[src/rtl/pulse_seq_ctrl.sv]
// pulse_seq_ctrl: steps an external interval timer through a programmable
// table of state durations, optionally repeating the pass several times.
// Every output is registered. Each state is one ARM cycle (timer held off so
// it restarts) followed by a RUN phase that lasts until the timer reports
// time_up.
module pulse_seq_ctrl (
    input  logic        clk_sys,
    input  logic        rst_n,
    input  logic        cfg_we,
    input  logic [3:0]  cfg_addr,
    input  logic [21:0] cfg_data,
    input  logic [3:0]  seq_len,
    input  logic [7:0]  loop_cnt,
    input  logic        seq_start,
    input  logic        seq_abort,
    input  logic        time_up,
    output logic [21:0] timer_data,
    output logic        work_n,
    output logic        state_start,
    output logic        state_over_n,
    output logic [3:0]  state_idx,
    output logic [7:0]  loop_idx,
    output logic        busy,
    output logic        seq_done
);

    typedef enum logic [1:0] {IDLE, ARM, RUN, DONE} state_t;

    state_t      state, state_nx;
    logic [21:0] tbl [16];
    logic [3:0]  idx_nx;
    logic [7:0]  loop_nx;
    logic        td_load;
    logic [3:0]  td_addr;

    // A zero duration would never let the timer fire; clamp it to one cycle.
    function automatic logic [21:0] dur_of(input logic [21:0] d);
        return (d == 22'd0) ? 22'd1 : d;
    endfunction

    // Duration table: writable only while the sequencer is idle.
    always_ff @(posedge clk_sys or negedge rst_n) begin
        if (!rst_n) begin
            for (int i = 0; i < 16; i++) tbl[i] <= '0;
        end else if (cfg_we && !busy) begin
            tbl[cfg_addr] <= cfg_data;
        end
    end

    // State register.
    always_ff @(posedge clk_sys or negedge rst_n) begin
        if (!rst_n) state <= IDLE;
        else        state <= state_nx;
    end

    // Next-state logic, index bookkeeping and table-read selection.
    always_comb begin
        state_nx = state;
        idx_nx   = state_idx;
        loop_nx  = loop_idx;
        td_load  = 1'b0;
        td_addr  = 4'd0;
        case (state)
            IDLE: begin
                if (seq_start) begin
                    state_nx = ARM;
                    idx_nx   = 4'd0;
                    loop_nx  = 8'd0;
                    td_load  = 1'b1;
                end
            end
            ARM: state_nx = RUN;
            RUN: begin
                if (time_up) begin
                    if (state_idx < seq_len) begin
                        state_nx = ARM;
                        idx_nx   = state_idx + 4'd1;
                        td_load  = 1'b1;
                        td_addr  = state_idx + 4'd1;
                    end else if (loop_idx < loop_cnt) begin
                        state_nx = ARM;
                        idx_nx   = 4'd0;
                        loop_nx  = loop_idx + 8'd1;
                        td_load  = 1'b1;
                    end else begin
                        state_nx = DONE;
                    end
                end
            end
            DONE: state_nx = IDLE;
            default: state_nx = IDLE;
        endcase
        // Abort wins over everything, including a simultaneous time_up.
        if (seq_abort) begin
            state_nx = IDLE;
            idx_nx   = state_idx;
            loop_nx  = loop_idx;
            td_load  = 1'b0;
        end
    end

    // Registered outputs, decoded from the state being entered.
    always_ff @(posedge clk_sys or negedge rst_n) begin
        if (!rst_n) begin
            work_n       <= 1'b1;
            state_start  <= 1'b0;
            state_over_n <= 1'b1;
            busy         <= 1'b0;
            seq_done     <= 1'b0;
            timer_data   <= '0;
            state_idx    <= '0;
            loop_idx     <= '0;
        end else begin
            work_n       <= (state_nx == IDLE);
            state_start  <= (state_nx == RUN);
            state_over_n <= (state_nx != DONE);
            busy         <= (state_nx != IDLE);
            seq_done     <= (state_nx == DONE);
            state_idx    <= idx_nx;
            loop_idx     <= loop_nx;
            if (td_load) timer_data <= dur_of(tbl[td_addr]);
        end
    end

endmodule

[config.mk]
export PLATFORM = sky130hd
export DESIGN_NAME = pulse_seq_ctrl
export DESIGN_NICKNAME = d
export VERILOG_FILES = /design/src/rtl/pulse_seq_ctrl.sv
export SDC_FILE = /design/constraint.sdc
export NUM_CORES = 1
export LEC_CHECK = 0
export BUFFER_PORTS_ARGS = -buffer_cell sky130_fd_sc_hd__buf_2
export CAP_MARGIN = 40
export CORE_AREA = 10 10 213 215
export DETAILED_ROUTE_END_ITERATION = 8
export DIE_AREA = 0 0 223 225
export GPL_TIMING_DRIVEN = 1
export HOLD_SLACK_MARGIN = 0.05
export RECOVER_POWER = 100
export SYNTH_ARGS = -nofsm -noshare
export SYNTH_HDL_FRONTEND = slang
export SYNTH_SLANG_ARGS = --single-unit
[constraint.sdc]
create_clock -name clk_sys -period 4.8 [get_ports clk_sys]
set_clock_uncertainty 0.15 [all_clocks]
set_input_delay 0.72 -clock clk_sys [delete_from_list [all_inputs] [get_ports clk_sys]]
set_output_delay 0.72 -clock clk_sys [all_outputs]
set_load 0.05 [all_outputs]
==> impl_metrics.ini <==
[outcome]
outcome = complete, but fails checks
failed_checks = capacitance limit, slew limit

[route]
postRouteWirelength_mm = 53.61
firstDrtPassIters = 5
detailroute.via_count = 12750
wire_per_inst_um = 24.75
drt-initial-drc-count = 1168
ant_nets = 0
vias_per_cell = 5.886
drc = 0

[layout]
final_common_cell = dfrtp_1
layout_common_cells = dfrtp_1, mux2_2, nand2_1
nets = 1650
drive_above_1_share = 0.3290
fillers = 3712
design_area_mm2 = 0.02053
area_growth_syn_to_layout_pct = 12.80

[power_and_ir_drop]
max-vdd-ir-drop_v = 0.0002447
power_density_mw_per_mm2 = 466.1
p_leak_nw = 9.143

[logic_synthesis]
synthAdderAreaFrac = 0.008251
syn_area_mm2 = 0.01820
synth_edf_count = 0
yosys.cell_types.count = 63
synth_xor_area_frac = 0.003850
ys.flop_type = dfrtp_1
synth_area_leaders = dfrtp_1, mux2_2, nand2_1
async_flop_share = 1.000
synth_top_cell_by_area = dfrtp_1
synth-simple-area-share = 0.08760
syn-instance-count = 1527
yosysSeqAreaShare = 0.5406
synth_nets = 1583
synth_area_per_cell_um2 = 11.92
ys_warn_count = 0
synth_compound_area_frac = 0.08230
ys_ff_latch = 393
synth_top_area_frac = 0.5377
muxShareOfSynthArea = 0.2494
synth_top_family_by_area = multiplexers

[timing]
fmax_mhz = 227.4
rsz0062_at_grt = false
slew_violations = 399
relSlewSlack = -0.9736
worst_pin_slew_ps = 2960
fin_crit_ps = 4397
setup_viol = 0
finalHoldViolations = 0
setup_tns_ps = 0
post-route-period-util = 0.9160

[clock_network]
h-tree-depth = 2
cts_resized = 0
cts_hold_buffers = 0
clockBufferDepth = 3
cts_buffers = 42
clock_latency_ps = 580
postCtsSetupBuffers = 0
cts_tree = done
clockRootBuffer = clkbuf_16
numClockSinks = 393
path_clk_slew_ps = 60

[critical_path]
critPathMaxFanout = 17
cp.arrival_ps = 4700
start_kind = register
worstSetupPathType = reg -> reg
end_kind = register
crit_required_ps = 5100
ff2ff_path_depth = 5

[placed_design]
dp_hpwl_mm = 33.14
postPlaceCellArea_mm2 = 0.01939
gp_congestion = 0.8254
port_buffers = 82

[global_routing]
grt_start_max_net_pins = 112
grt_pass1_vias = 12730
grt_pass1_wl_mm = 80.95
grt_antenna_before_repair = 1
grt.total_usage = 0.2110
grt_overflow = 0

[floorplan]
core_mm2 = 0.04138
die_area_mm2 = 0.05018
fp-row-count = 75
die_w_um = 223
start_util = 0.4397
ios = 83
fp.dieH_um = 225

[job]
drv_cap = 14

[min_path]
whs_path_depth = 2
min_path_type = in -> reg
-- path summary, 6_finish.rpt --
check,endpoint,slack (ps),start
max,tbl[177],400,busy
min,state[1],230,seq_abort
max reg2reg,tbl[177],400,busy
min reg2reg,tbl[279],350,tbl[279]
max in group asynchronous,tbl[84],1240,rst_n
min in group asynchronous,tbl[36],950,rst_n
-- power breakdown --
part	internal (W)	switching, W	leakage (nW)
clock	0.00183	0.00134	0.659
sequential	0.00410	0.000443	4.93
combinational	0.000874	0.000975	3.56
total	0.00681	0.00276	9.14
-- cells in the mapped netlist (5+ instances only) --
| master | n |
|---|---|
| clkbuf_1 | 70 |
| mux2_2 | 378 |
| xor2_1 | 5 |
| dfrtp_1 | 391 |
| buf_1 | 33 |
| nor2b_1 | 5 |
| o221ai_1 | 23 |
| a31oi_1 | 17 |
| mux2i_1 | 26 |
| o31ai_1 | 5 |
| o21ai_0 | 32 |
| nor2_1 | 91 |
| nor3_1 | 11 |
| and3_1 | 9 |
| a21oi_1 | 46 |
| buf_2 | 8 |
| nand3_1 | 38 |
| nand2_1 | 161 |
| o22ai_1 | 32 |
| or3_1 | 5 |
| o211ai_1 | 13 |
| a211o_1 | 7 |
| a2bb2oi_1 | 5 |
| nand4_1 | 10 |
| inv_1 | 16 |
| nand2b_1 | 5 |
| a211oi_1 | 7 |
| a22oi_1 | 9 |
| ha_1 | 12 |
-- area by class of cell --
cell class              instances  area, um^2  area share
diodes                          1       2.502   0.0001219
clock buffers                  65        1237     0.06029
clock inverters                11       101.3    0.004938
inverters                      16       60.06    0.002926
multi-input cells            1005        7896      0.3847
flip-flops and latches        393        9837      0.4792
well taps                     539       674.4     0.03286
repair buffers                136       716.9     0.03493
-- worst max-delay path: stages (launching register included) --
cell and delay (ps):
dfrtp_1 510, nor2b_1 260, nand3_1 170, nor3b_1 1140, clkbuf_1 1570, mux2_2 450
-- layer usage --
| layer | routed length, um | GRT usage | share of wire |
|---|---|---|---|
| met1 | 25010 | 0.2977 | 0.47 |
| met2 | 24210 | 0.3231 | 0.45 |
| met3 | 3047 | 0.03606 | 0.057 |
| met4 | 1332 | 0.06866 | 0.025 |
| met5 | 0 | 0 | 0 |
-- registers in the layout (all words and copies together) (netlist names) --
| register | flops |
|---|---|
| tbl | 352 |
| timer_data | 22 |
| loop_idx | 8 |
| state_idx | 4 |
| state | 2 |
| busy | 1 |
| seq_done | 1 |
| state_over_n | 1 |
| state_start | 1 |
| work_n | 1 |
-- logic make-up after synthesis --
family	Yosys count
xor+xnor	8
simple gates	356
mux	405
compound gates	224
flops	393
buf+inv	129
fa+ha+maj	12
-- stage by stage --
stage | hold WS (ps) | total power, W | setup slack (ps) | cells | utilization
5_1_grt | 240.8 | 0.01001 | 374.8 | 2166 | 0.4960
3_3_place_gp | 328.1 | 0.006396 | 600.2 | 2084 | 0.4671
6_report | 234.6 | 0.009567 | 403.1 | 2166 | 0.4960
3_5_place_dp | 336.8 | 0.006471 | 510.0 | 2089 | 0.4687
2_1_floorplan | 274.4 | 0.005849 | 1448 | 1527 | -
4_1_cts | 123.8 | 0.009658 | 837.6 | 2165 | 0.5010
No activity file was read; power rests on OpenSTA's default activity.
